--- config.mk ---
export PLATFORM = sky130hd
export DESIGN_NAME = alu_bist_ctrl
export DESIGN_NICKNAME = d
export VERILOG_FILES = /design/src/rtl/alu_pkg.sv /design/src/rtl/alu_golden_model.sv /design/src/rtl/alu_bist_ctrl.sv
export SDC_FILE = /design/constraint.sdc
export NUM_CORES = 1
export LEC_CHECK = 0
export ABC_AREA = 1
export BUFFER_PORTS_ARGS = -buffer_cell sky130_fd_sc_hd__buf_2
export CORE_MARGIN = 8
export CORE_UTILIZATION = 30
export CTS_CLUSTER_SIZE = 28
export DETAILED_ROUTE_END_ITERATION = 6
export HOLD_SLACK_MARGIN = 0.12
export PLACE_DENSITY = 0.44
export RECOVER_POWER = 25
export SYNTH_ARGS = -nofsm -noshare
export SYNTH_HDL_FRONTEND = slang
export SYNTH_HIERARCHICAL = 1
export SYNTH_SLANG_ARGS = --single-unit
export TNS_END_PERCENT = 5
--- constraint.sdc ---
create_clock -name clk -period 6.2 [get_ports clk]
set_input_delay 0.62 -clock clk [delete_from_list [all_inputs] [get_ports clk]]
set_output_delay 0.62 -clock clk [all_outputs]
set_load 0.03 [all_outputs]
--- src/rtl/alu_pkg.sv ---
// alu_pkg: shared definitions for the 4-bit ALU and its BIST controller.
//   - ALU opcode encodings (ADD/SUB/MUL/DIV)
//   - BIST controller state type (IDLE/APPLY/CAPTURE/DONE)
//   - divide-by-zero result constant
//   - MISR polynomial/seed and a single-step MISR update helper
package alu_pkg;

   typedef enum logic [1:0] {
      ADD = 2'b00,
      SUB = 2'b01,
      MUL = 2'b10,
      DIV = 2'b11
   } alu_op_e;

   typedef enum logic [1:0] {
      IDLE    = 2'b00,
      APPLY   = 2'b01,
      CAPTURE = 2'b10,
      DONE    = 2'b11
   } bist_state_e;

   localparam logic [3:0]  DIV_BY_ZERO_RESULT = 4'hF;

   // x^16 + x^12 + x^5 + 1 (the x^16 term is implied by the shift-out)
   localparam logic [15:0] MISR_POLY = 16'h1021;
   localparam logic [15:0] MISR_SEED = 16'hFFFF;

   // One MISR clock: Galois shift with feedback, then fold in the 4-bit data word.
   function automatic logic [15:0] misr_step(input logic [15:0] cur, input logic [3:0] data);
      logic [15:0] shifted;
      shifted = {cur[14:0], 1'b0};
      if (cur[15]) begin
         shifted = shifted ^ MISR_POLY;
      end else begin
         shifted = shifted;
      end
      return shifted ^ {12'h000, data};
   endfunction

endpackage

--- src/rtl/alu_golden_model.sv ---
// alu_golden_model: combinational 4-bit reference ALU used by the BIST
// controller to judge the real ALU's result.
// Ports:
//   a, b    in  4  operands
//   op      in  2  opcode (alu_pkg::alu_op_e encoding)
//   result  out 4  expected result, wrapping modulo 16; divide by zero gives 4'hF
module alu_golden_model
   import alu_pkg::*;
(
   input  logic [3:0] a,
   input  logic [3:0] b,
   input  logic [1:0] op,
   output logic [3:0] result
);

   // Reference result; 4-bit arithmetic gives the modulo-16 wrap directly.
   always_comb begin
      result = 4'h0;
      case (alu_op_e'(op))
         ADD: result = a + b;
         SUB: result = a - b;
         MUL: result = a * b;
         DIV: begin
            if (b == 4'h0) begin
               result = DIV_BY_ZERO_RESULT;
            end else begin
               result = a / b;
            end
         end
         default: result = 4'h0;
      endcase
   end

endmodule

--- src/rtl/alu_bist_ctrl.sv ---
// alu_bist_ctrl: built-in self-test controller for the 4-bit ALU.
// On start it walks vector index i = 0..NUM_VECTORS-1, driving
// {alu_a, alu_b, alu_op} = i, and compares alu_c with the golden model.
// Optional feature macro: ALU_BIST_MISR_EN adds a 16-bit MISR and the
// signature output.
// Ports:
//   clk, rst          clock, async active-high reset
//   start             run request (accepted in IDLE or DONE only)
//   alu_a/b/op        registered vector to the ALU
//   alu_c             ALU result
//   busy/done/pass    registered status
//   fault_flag        one-cycle pulse per mismatching vector
//   fault_count       saturating mismatch count
//   first_fail_vec    index of first mismatch
//   signature         MISR signature (ALU_BIST_MISR_EN only)
module alu_bist_ctrl
   import alu_pkg::*;
#(
   parameter int NUM_VECTORS = 1024,
   parameter int CNT_W       = 16
)
(
   input  logic             clk,
   input  logic             rst,
   input  logic             start,
   output logic [3:0]       alu_a,
   output logic [3:0]       alu_b,
   output logic [1:0]       alu_op,
   input  logic [3:0]       alu_c,
   output logic             busy,
   output logic             done,
   output logic             pass,
   output logic             fault_flag,
   output logic [CNT_W-1:0] fault_count,
`ifdef ALU_BIST_MISR_EN
   output logic [15:0]      signature,
`endif
   output logic [9:0]       first_fail_vec
);

   localparam logic [9:0] LAST_VEC = 10'(NUM_VECTORS - 1);

   bist_state_e      state_r, state_nxt_s;
   logic [9:0]       vec_r, vec_nxt_s;        // vector index, also the ALU stimulus
   logic [CNT_W-1:0] fault_cnt_r, fault_cnt_nxt_s;
   logic [9:0]       first_fail_r, first_fail_nxt_s;
   logic             fault_flag_r, fault_flag_nxt_s;
   logic             busy_r, done_r, pass_r;
   logic             start_ok_s;
   logic [3:0]       golden_s;
   logic             mismatch_s;

   alu_golden_model u_golden (
      .a      (vec_r[9:6]),
      .b      (vec_r[5:2]),
      .op     (vec_r[1:0]),
      .result (golden_s)
   );

   assign start_ok_s = start && ((state_r == IDLE) || (state_r == DONE));
   assign mismatch_s = (alu_c != golden_s);

   // Next-state, vector index and fault bookkeeping.
   always_comb begin
      state_nxt_s      = state_r;
      vec_nxt_s        = vec_r;
      fault_cnt_nxt_s  = fault_cnt_r;
      first_fail_nxt_s = first_fail_r;
      fault_flag_nxt_s = 1'b0;
      case (state_r)
         IDLE, DONE: begin
            if (start_ok_s) begin
               state_nxt_s      = APPLY;
               vec_nxt_s        = 10'd0;
               fault_cnt_nxt_s  = {CNT_W{1'b0}};
               first_fail_nxt_s = 10'd0;
            end else begin
               state_nxt_s = state_r;
            end
         end
         APPLY: begin
            state_nxt_s = CAPTURE;
         end
         CAPTURE: begin
            if (mismatch_s) begin
               fault_flag_nxt_s = 1'b1;
               if (fault_cnt_r != {CNT_W{1'b1}}) begin
                  fault_cnt_nxt_s = fault_cnt_r + {{(CNT_W-1){1'b0}}, 1'b1};
               end else begin
                  fault_cnt_nxt_s = fault_cnt_r;
               end
               if (fault_cnt_r == {CNT_W{1'b0}}) begin
                  first_fail_nxt_s = vec_r;
               end else begin
                  first_fail_nxt_s = first_fail_r;
               end
            end else begin
               fault_flag_nxt_s = 1'b0;
            end
            if (vec_r == LAST_VEC) begin
               state_nxt_s = DONE;
            end else begin
               state_nxt_s = APPLY;
               vec_nxt_s   = vec_r + 10'd1;
            end
         end
         default: begin
            state_nxt_s = IDLE;
         end
      endcase
   end

   // State, stimulus and status registers; status is decoded from the next state.
   always_ff @(posedge clk or posedge rst) begin
      if (rst) begin
         state_r      <= IDLE;
         vec_r        <= 10'd0;
         fault_cnt_r  <= {CNT_W{1'b0}};
         first_fail_r <= 10'd0;
         fault_flag_r <= 1'b0;
         busy_r       <= 1'b0;
         done_r       <= 1'b0;
         pass_r       <= 1'b0;
      end else begin
         state_r      <= state_nxt_s;
         vec_r        <= vec_nxt_s;
         fault_cnt_r  <= fault_cnt_nxt_s;
         first_fail_r <= first_fail_nxt_s;
         fault_flag_r <= fault_flag_nxt_s;
         busy_r       <= (state_nxt_s == APPLY) || (state_nxt_s == CAPTURE);
         done_r       <= (state_nxt_s == DONE);
         pass_r       <= (state_nxt_s == DONE) && (fault_cnt_nxt_s == {CNT_W{1'b0}});
      end
   end

   assign alu_a          = vec_r[9:6];
   assign alu_b          = vec_r[5:2];
   assign alu_op         = vec_r[1:0];
   assign busy           = busy_r;
   assign done           = done_r;
   assign pass           = pass_r;
   assign fault_flag     = fault_flag_r;
   assign fault_count    = fault_cnt_r;
   assign first_fail_vec = first_fail_r;

`ifdef ALU_BIST_MISR_EN
   logic [15:0] misr_r, misr_nxt_s;

   // MISR: seeded on an accepted start, absorbs alu_c each CAPTURE, frozen otherwise.
   always_comb begin
      misr_nxt_s = misr_r;
      if (start_ok_s) begin
         misr_nxt_s = MISR_SEED;
      end else if (state_r == CAPTURE) begin
         misr_nxt_s = misr_step(misr_r, alu_c);
      end else begin
         misr_nxt_s = misr_r;
      end
   end

   // MISR register.
   always_ff @(posedge clk or posedge rst) begin
      if (rst) begin
         misr_r <= 16'h0000;
      end else begin
         misr_r <= misr_nxt_s;
      end
   end

   assign signature = misr_r;
`endif

endmodule

==> reports/results.ini, run 1 <==
[status]
outcome=finished, violations left
violations=capacitance limit, slew limit

[layout]
finalInstanceArea_um2=4070
area_growth_pct=16.5
mostFrequentLayoutCell=nand2_1
fillers=1250
drive_above_1_share_pct=14.9
multi_input_area_um2=2040
insertedDiodeCount=0
final_cell_mix=nand2_1, inv_1, buf_2
nets=617
seq_area_um2=1050

[clock_tree]
ctsRootBufferMaster=clkbuf_16
max-clock-path-buffers=2
path_clk_slew_ns=0.06
cts_inserted_buffers=5
clkSinkCount=42
clk_latency_ns=0.29
ctsHtreeMaxLevel=2
tritoncts=built

[routing]
routed_wl_um=10500
wire_per_inst_um=14.5
drt_iter0_drc=201
ant_nets=0
vias=3439
drc=0
detail_route.vias_per_cell=4.74
drt-pass1-iter-count=4

[power_and_ir_drop]
leakage_nw=2.25
internal-power_mw=0.561
p_total_mw=0.893
swShare_pct=37.2
pwr-share-seq_pct=40.2
comb_power_share_pct=25.3
power_density_nw_per_um2=220
pwr-share-clk_pct=34.4
peakVddDrop_mv=0.112
p_switching_mw=0.332

[worst_hold_path]
hp-class=flop to flop

[grt]
use_met2_pct=23.0
grt.total_usage_pct=14.3
overflow=0
grt-busiest-layer=met2
antenna_found_initial=0
grtUsageMet1_pct=19.4
grt_pass1_wl_um=17200
grt_max_degree=43
grt_pass1_vias=3397
use_met3_pct=2.09

[place]
dpl_cell_area_um2=3900
portBuffers=46
globalplace.congestion=0.823
dp_hpwl_um=8150

[logic_synthesis]
synth_xor_area_share_pct=1.00
synth.mux.area_fraction_pct=0
yosysWarnings=6
synth_top_family_by_area=simple AND/OR/NAND/NOR gates
synth_seq_cells=42
yosys.area_share.simple_pct=36.3
ys_async_sr_fraction_pct=100
syn_avg_cell_area_um2=6.58
synth_nets=567
synth_edf_count=0
yosysSeqAreaShare_pct=30.1
synth_area_um2=3490
synth_cells=531
ys_types=39
synth_flop_cell=dfrtp_1
synth_top_cell_by_area=dfrtp_1
yosysTopAreaCellShare_pct=30.1
ys_top_cells_by_area=dfrtp_1, nand2_1, inv_1
yosys.area_share.adder_pct=10.6
synth_compound_area_share_pct=10.4

[setup_path]
critical_path_class=flop to flop
worstRegToRegCells=35
r2r_slack_ns=0.96
start_kind=flop
crit_path_max_fanout=20
crit_buf_inv=4
crit_path_end_kind=flop
path_delay_family=simple AND/OR/NAND/NOR gates
regToRegEndpoint=first_fail_vec[6]
cpMostUsedCell=nand2_1
crit_end=first_fail_vec[6]
required_ns=6.34
setup.worst_path.start=vec_r[2]
path_depth=35
rr_startpoint=vec_r[2]
crit_slowest_cell=o21ai_2
crit_path_max_incr_delay_ns=0.53
crit_arrival_ns=5.38

[sta]
finalHoldViolCount=0
tightest_slew_ns=1.67
finalCritPeriodShare_pct=84.5
report.final.slew_viol_count=43
whs_ns=0.486
clock_skew_ns=0.00617
fin_crit_ns=5.24
rsz0062_at_grt=no
setup-violations-final=0
finalSetupTns_ns=0
clock.fmax_mhz=191
relSlewSlack_pct=-11.3

[floorplanning]
die_w_um=124
ios=47
die_y_um=124
initial_utilization_pct=30.7
die_area_um2=15400
row_count=39
core_um2=11400

[run]
cap_viol_max_count=1

## stage by stage
| step | worst slack, ns | instances | util [%] |
|---|---|---|---|
| 2_1_floorplan | 1.25 | 531 | - |
| 3_3_place_gp | 0.847 | 717 | 34.3 |
| 3_5_place_dp | 0.572 | 717 | 34.3 |
| 4_1_cts | 0.543 | 725 | 35.8 |
| 5_1_grt | 0.231 | 725 | 35.8 |
| 6_report | 0.960 | 725 | 35.8 |
## flip-flops by register name, indices dropped and copies added (netlist names)
| signal | cells |
|---|---|
| vec_r | 10 |
| busy | 1 |
| first_fail_vec | 10 |
| pass | 1 |
| done | 1 |
| fault_flag | 1 |
| state_r | 2 |
| fault_count | 16 |
## synthesized netlist by cell type, types with 2 or more instances
master / count
nand3_1: 41
dfrtp_1: 42
nand2_2: 5
nand4_1: 9
nor2_2: 9
xor2_1: 4
o21ai_0: 32
nand2_1: 163
a21oi_1: 14
nor4_1: 3
ha_1: 28
or2_2: 2
o21bai_1: 2
o21ai_2: 2
nor3_1: 7
inv_1: 96
a22oi_1: 2
nor2_4: 4
o21ai_1: 6
nor2_1: 39
clkbuf_1: 3
## power groups by stage
stage          registers [mW]  logic [mW]  clock network (mW)
6_report                0.360       0.226               0.307
5_1_grt                 0.367       0.253               0.327
4_1_cts                 0.360       0.231               0.317
3_5_place_dp            0.366       0.230                   0
3_3_place_gp            0.364       0.230                   0
2_1_floorplan           0.411       0.110                   0
## worst min-delay path: stages (launching register included)
cell,delay [ns]
dfrtp_1,0.35
nand2_1,0.05
o21ai_0,0.05
## area by class of cell
| cell class | instances | area share (%) |
|---|---|---|
| sequential | 42 | 25.8 |
| tap | 143 | 4.40 |
| timing repair buffer | 50 | 6.39 |
| inverter | 98 | 9.10 |
| multi-input combinational | 384 | 50.1 |
| clock buffer | 5 | 3.07 |
| clock inverter | 3 | 1.11 |
## metal layers
layer	vias to the layer above	wire length (µm)
li1	1782	-
met1	1593	5290
met2	54	4750
met3	10	350
met4	0	136
met5	-	0
## cells by family after synthesis
logic type                 after synthesis
AOI/OAI and AO/OA                       65
xor gates and xnor gates                 4
adders and majority gates               29
buffers and inverters                  105
DFF                                     42
and+or+nand+nor                        286
## worst min path at each step
stage / from / end / slack, ns / cells past startpoint
final: first_fail_vec[2] / first_fail_vec[2] / 0.49 / 2
after detailed placement: first_fail_vec[2] / first_fail_vec[2] / 0.48 / 2
after global routing: first_fail_vec[2] / first_fail_vec[2] / 0.53 / 2
after floorplan: state_r[0] / state_r[0] / 0.52 / 2
after global placement: first_fail_vec[2] / first_fail_vec[2] / 0.47 / 2
after CTS: first_fail_vec[2] / first_fail_vec[2] / 0.50 / 2
## timing repair
action	CTS	global route
endpoints found under the setup margin	0	10
setup buffers	0	0
hold buffers	0	0
gates resized for setup	0	1
Power figures use the tool's default switching activity.
==> run 2, diff against run 1 <==
==> constraint.sdc (replaced) <==
create_clock -name clk -period 5.5 [get_ports clk]
set_input_delay 0.55 -clock clk [delete_from_list [all_inputs] [get_ports clk]]
set_output_delay 0.55 -clock clk [all_outputs]
set_load 0.03 [all_outputs]
==> run 2 against run 1 <==
The flow still finishes with violations (capacitance limit, slew limit); cell count grew 0.83%; via count decreased by 1.7%; core utilization grew 0.45 points.
==> reports/results.ini, run 2 (same netlist as run 1, synthesis figures left out) <==
[layout]
final_cell_mix=nand2_1, inv_1, buf_2
nets=623  ; +0.97%
drive_above_1_share_pct=16.7  ; +1.7 points
fin_util_pct=36.2  ; +0.45 points
mostFrequentLayoutCell=nand2_1
area_growth_pct=18.0
largest_reg_flops=16  ; unchanged
insertedDiodeCount=0  ; unchanged
fillers=1246  ; -0.32%

[setup_path]
cpMostUsedCell=nand2_1
start_kind=flop
required_ns=5.71  ; -0.63 ns
path_delay_family=simple AND/OR/NAND/NOR gates
crit_path_max_fanout=11  ; -45%
crit_path_end_kind=flop
crit_slowest_cell=dfrtp_1
crit_buf_inv=6  ; +2
crit_arrival_ns=5.16  ; -0.22 ns
critical_path_class=flop to flop
crit_path_max_incr_delay_ns=0.36  ; -0.17 ns

[routing]
drc=0  ; unchanged
vias=3379  ; -1.7%
wire_per_inst_um=14.0  ; -3.9%
detail_route.vias_per_cell=4.62  ; -2.6%
drt-pass1-iter-count=4  ; unchanged
routed_wl_um=10200  ; -3.1%
drt_iter0_drc=181  ; -10%
ant_nets=0  ; unchanged

[sta]
finalSetupTns_ns=0  ; unchanged
rsz0062_at_grt=no
setup-violations-final=0  ; unchanged
relSlewSlack_pct=-11.5  ; -0.19 points
finalHoldViolCount=0  ; unchanged
clock.fmax_mhz=202  ; +5.8%
finalCritPeriodShare_pct=90.1  ; +5.5 points
fin_crit_ns=4.95  ; -0.287 ns
tightest_slew_ns=1.67  ; +0.00280 ns
report.final.slew_viol_count=43  ; unchanged
finalWorstSetupSlack_ns=0.547  ; -0.413 ns
clock_skew_ns=0.00738  ; +0.00122 ns
whs_ns=0.486  ; +0.000317 ns

[status]
outcome=finished, violations left
violations=capacitance limit, slew limit

[floorplanning]
die_y_um=124  ; unchanged
initial_utilization_pct=30.7  ; unchanged
ios=47  ; unchanged
die_area_um2=15400  ; unchanged
die_w_um=124  ; unchanged
core_um2=11400  ; unchanged
row_count=39  ; unchanged

[run]
cap_viol_max_count=1  ; unchanged

[worst_hold_path]
hp-class=flop to flop

[power_and_ir_drop]
peakVddDrop_mv=0.125  ; +12%
pwr-share-seq_pct=42.2  ; +2.0 points
leakage_nw=2.28  ; +1.4%
power_density_nw_per_um2=234  ; +6.6%
p_switching_mw=0.365  ; +10%
swShare_pct=37.9  ; +0.69 points
comb_power_share_pct=26.6  ; +1.3 points
pwr-share-clk_pct=31.2  ; -3.2 points
internal-power_mw=0.599  ; +6.8%

[place]
dp_hpwl_um=7870  ; -3.5%
portBuffers=46  ; unchanged
pre_cts_ws_ns=0.0243  ; -0.548 ns
globalplace.congestion=0.841  ; +2.2%

[clock_tree]
ctsRootBufferMaster=clkbuf_16
clkSinkCount=42  ; unchanged
tritoncts=built
cts_inserted_buffers=5  ; unchanged
ctsHtreeMaxLevel=2  ; unchanged
clk_latency_ns=0.28  ; about the same
path_clk_slew_ns=0.06  ; about the same
max-clock-path-buffers=2  ; unchanged

[grt]
antenna_found_initial=0  ; unchanged
overflow=0  ; unchanged
grt_pass1_wl_um=17100  ; -0.28%
grt.total_usage_pct=14.1  ; -0.16 points
grt_max_degree=43  ; unchanged
grt_pass1_vias=3396  ; -0.029%

run 2: cell types whose count changed in the layout (fill, tap and decap cells not counted), sizes merged:
cell and change:
buf +6, clkbuf +2, clkinvlp -2, bufinv -1, clkinv +1
run 2: power groups by stage:
stage | clock (mW) | sequential, mW | combinational (mW)
2_1_floorplan | 0 | 0.463 | 0.125
6_report | 0.301 | 0.407 | 0.257
5_1_grt | 0.324 | 0.415 | 0.291
4_1_cts | 0.314 | 0.406 | 0.261
3_3_place_gp | 0 | 0.411 | 0.260
3_5_place_dp | 0 | 0.411 | 0.259
run 2: path summary, 6_finish.rpt:
check | depth (start not counted) | slack (ns) | end | startpoint
worst min-delay path | 2 | 0.49 | first_fail_vec[5] | first_fail_vec[5]
max in group asynchronous | 2 | 3.74 | first_fail_vec[7] | rst
worst max-delay path | 40 | 0.55 | pass | vec_r[2]
worst min register to register | 2 | 0.49 | first_fail_vec[5] | first_fail_vec[5]
min in group asynchronous | 2 | 0.77 | first_fail_vec[8] | rst
worst max register to register | 40 | 0.55 | pass | vec_r[2]
run 2: per-stage QoR:
step | area (µm²) | power, mW | std cells
4_1_cts | 4080 | 0.980 | 730
2_1_floorplan | 3490 | 0.588 | 531
5_1_grt | 4120 | 1.03 | 731
3_5_place_dp | 3930 | 0.671 | 722
6_report | 4120 | 0.964 | 731
3_3_place_gp | 3930 | 0.671 | 722
run 2: routing by layer:
metal  wire (µm)  track usage (%)
met1        5240             19.7
met2        4540             22.7
met5           0                0
met3         322             1.95
met4         102             3.27
run 2: cell type report:
type / instances / area (µm²) / share of cell area [%]
clock buffers: 7 / 143 / 3.46
clock inverters: 1 / 5.00 / 0.121
inverters: 98 / 370 / 8.99
multi-input cells: 384 / 2060 / 50.0
flip-flops and latches: 42 / 1050 / 25.5
well taps: 143 / 179 / 4.34
repair buffers: 56 / 313 / 7.59
run 2: worst register-to-register path: cells and delay by family, from the launching register on:
family	cells	cell delay [ns]
and+or+nand+nor	23	2.00
adders and majority gates	4	1.17
DFF	1	0.36
AOI/OAI and AO/OA	7	0.84
buffers and inverters	6	0.53
run 2: timing repair:
| item | CTS | global route |
|---|---|---|
| hold buffers | 0 | 0 |
| gates resized for setup | 0 | 9 |
| endpoints found under the setup margin | 0 | 13 |
| setup buffers | 0 | 1 |
==> run 3, diff against run 2 <==
--- a/config.mk
+++ b/config.mk
@@ -16,6 +16,5 @@
 export RECOVER_POWER = 25
 export SYNTH_ARGS = -nofsm -noshare
 export SYNTH_HDL_FRONTEND = slang
-export SYNTH_HIERARCHICAL = 1
 export SYNTH_SLANG_ARGS = --single-unit
 export TNS_END_PERCENT = 5
==> constraint.sdc (replaced) <==
create_clock -name clk -period 5.5 [get_ports clk]
set_input_delay 0.825 -clock clk [delete_from_list [all_inputs] [get_ports clk]]
set_output_delay 0.825 -clock clk [all_outputs]
set_load 0.03 [all_outputs]
==> run 3 against run 2 <==
The flow still finishes with violations (capacitance limit, slew limit); first-iteration DRC count up 59%; combinational power rose by 61%; global-route usage rose by 0.20 points; total power increased by 26%; wire length increased by 2.1%; register-to-register slack got worse by 0.03 ns; die area is 2.5% lower; critical path depth fell by 7; worst setup slack worse by 0.035 ns; cell count is 4.8% lower; largest power group unchanged.
==> reports/results.ini, run 3 <==
[place]
dp_hpwl_um=7860  ; -0.10%
placed_cells=682  ; -5.5%
portBuffers=46  ; unchanged
dpl_cell_area_um2=3780  ; -3.8%
pre_cts_ws_ns=0.257  ; +0.233 ns
globalplace.congestion=0.822  ; -2.2%

[setup_path]
start_kind=flop
critical_path_class=flop to flop
r2r_slack_ns=0.51  ; -0.03 ns
cpMostUsedCell=nand2_1
crit_path_max_incr_delay_ns=0.46  ; +0.10 ns
crit_path_end_kind=flop
crit_arrival_ns=5.19  ; +0.03 ns
crit_path_max_fanout=7  ; -4
crit_slowest_cell=dfrtp_2
required_ns=5.70  ; about the same

[floorplanning]
core_um2=11200  ; -1.3%
die_area_um2=15000  ; -2.5%
ios=47  ; unchanged
initial_utilization_pct=30.2  ; -0.49 points
die_y_um=122  ; -1.3%
row_count=39  ; unchanged
die_w_um=122  ; -1.3%

[clock_tree]
ctsRootBufferMaster=clkbuf_16
max-clock-path-buffers=2  ; unchanged
tritoncts=built
cts_inserted_buffers=5  ; unchanged
ctsHtreeMaxLevel=2  ; unchanged
path_clk_slew_ns=0.07  ; about the same
cts_hold_buf=0  ; unchanged
clkSinkCount=42  ; unchanged
clk_latency_ns=0.30  ; +0.02 ns

[layout]
area_growth_pct=18.6
finalNonFillerCells=696  ; -4.8%
final_cell_mix=nand2_1, inv_1, buf_2
fin_util_pct=35.9  ; -0.39 points
nets=591  ; -5.1%
finalInstanceArea_um2=4030  ; -2.3%
largest_reg_flops=16  ; unchanged
fillers=1211  ; -2.8%
drive_above_1_share_pct=13.0  ; -3.6 points
mostFrequentLayoutCell=nand2_1
insertedDiodeCount=0  ; unchanged

[sta]
finalSetupTns_ns=0  ; unchanged
fin_crit_ns=4.99  ; +0.0348 ns
tightest_slew_ns=1.71  ; +0.0437 ns
whs_ns=0.478  ; -0.00803 ns
clock.fmax_mhz=200  ; -0.70%
finalCritPeriodShare_pct=90.7  ; +0.63 points
finalWorstSetupSlack_ns=0.512  ; -0.0348 ns
clock_skew_ns=0.00962  ; +0.00224 ns
report.final.slew_viol_count=43  ; unchanged
finalHoldViolCount=0  ; unchanged
setup-violations-final=0  ; unchanged
relSlewSlack_pct=-14.4  ; -2.9 points

[logic_synthesis]
synth_common_cells=nand2_1, inv_1, dfrtp_1, nand3_1, nor2_1
synth_seq_cells=42  ; unchanged
synth_flop_cell=dfrtp_1
yosysWarnings=0  ; -6
yosysSeqAreaShare_pct=31.0  ; +0.89 points
synth.most_common_cell=nand2_1
synth_area_um2=3390  ; -2.9%
ys_types=31  ; -21%
ys_async_sr_fraction_pct=100  ; unchanged
synth_top_cell_by_area=dfrtp_1
synth_nets=535  ; -5.6%
synth_edf_count=0  ; unchanged
syn_avg_cell_area_um2=6.84  ; +4.0%
synth_cells=496  ; -6.6%
ys_top_cells_by_area=dfrtp_1, nand2_1, ha_1
yosysTopAreaCellShare_pct=31.0  ; +0.89 points

[power_and_ir_drop]
pwr-share-clk_pct=29.9  ; -1.3 points
pwr-share-seq_pct=36.2  ; -6.0 points
internal-power_mw=0.704  ; +17%
comb_power_share_pct=33.9  ; +7.3 points
leakage_nw=2.18  ; -4.3%
peakVddDrop_mv=0.192  ; +53%
p_switching_mw=0.516  ; +41%
p_total_mw=1.22  ; +26%
swShare_pct=42.3  ; +4.4 points
power_density_nw_per_um2=303  ; +29%

[grt]
grt_pass1_vias=3228  ; -4.9%
antenna_found_initial=0  ; unchanged
grt_pass1_wl_um=16800  ; -1.9%
overflow=0  ; unchanged
grt_max_degree=43  ; unchanged
grt.total_usage_pct=14.3  ; +0.20 points

[status]
violations=capacitance limit, slew limit
outcome=finished, violations left

[routing]
ant_nets=0  ; unchanged
detail_route.vias_per_cell=4.85  ; +5.0%
vias=3378  ; -0.030%
routed_wl_um=10400  ; +2.1%
wire_per_inst_um=15.0  ; +7.2%
drt_iter0_drc=288  ; +59%
drt-pass1-iter-count=4  ; unchanged
drc=0  ; unchanged

[run]
cap_viol_max_count=1  ; unchanged

[worst_hold_path]
hp-class=flop to flop

-- run 3: cell count changes after synthesis, sizes merged, moves of 4 or more --
| cell | delta |
|---|---|
| inv | -17 |
| nand2 | -17 |
| nor2 | -15 |
| o21ai | -13 |
| o31ai | +12 |
| nand3 | -5 |
| xor2 | +5 |
| buf | +4 |
-- run 3: worst paths after layout --
kind,start,end,depth (start not counted)
min in group asynchronous,rst,done,2
setup reg to reg,vec_r[9],pass,33
setup / recovery,vec_r[9],pass,33
hold / removal,first_fail_vec[6],first_fail_vec[6],2
max in group asynchronous,rst,vec_r[9],2
hold reg to reg,first_fail_vec[6],first_fail_vec[6],2
-- run 3: what timing repair did --
item,CTS,global route
resized for setup,0,4
endpoints found under the setup margin,0,21
setup buffers,0,6
-- run 3: power groups by stage --
stage	logic, mW	registers (mW)	clock network (mW)
2_1_floorplan	0.202	0.529	0
3_3_place_gp	0.413	0.447	0
3_5_place_dp	0.411	0.447	0
4_1_cts	0.413	0.441	0.375
5_1_grt	0.462	0.454	0.385
6_report	0.414	0.441	0.365
-- run 3: layout make-up --
cell class	instances	area [µm²]	share of cell area (%)
clock buffer	5	125	3.11
clock inverter	3	48.8	1.21
inverter	81	304	7.55
multi-input combinational	364	1980	49.3
sequential	42	1050	26.1
tap	143	179	4.45
timing repair buffer	58	333	8.27
-- run 3: critical path, delay by kind of cell (launching register included) --
family	cells	cell delay (ns)
flops	1	0.46
fa+ha+maj	4	1.26
compound gates	7	1.16
buf+inv	6	0.65
simple gates	16	1.36
-- run 3: routing by layer --
metal  routed length, µm  vias to the layer above  GRT usage (%)  share of wire [%]
met1                4710                     1554           18.1                 45
met3                 645                       15           3.63                6.2
met4                 203                        0           5.10                1.9
met5                   0                        -              0                  0
li1                    -                     1713              -                  -
met2                4860                       96           23.3                 47
-- run 3: cells by family (layout without fill, tap and decap cells) --
family | count (synthesis) | after routing | synth area share (%)
simple gates | 253 | 253 | 31.6
buf+inv | 90 | 147 | 10.8
compound gates | 67 | 67 | 11.4
flops | 42 | 42 | 31.0
fa+ha+maj | 32 | 32 | 12.0
xor+xnor | 12 | 12 | 3.10
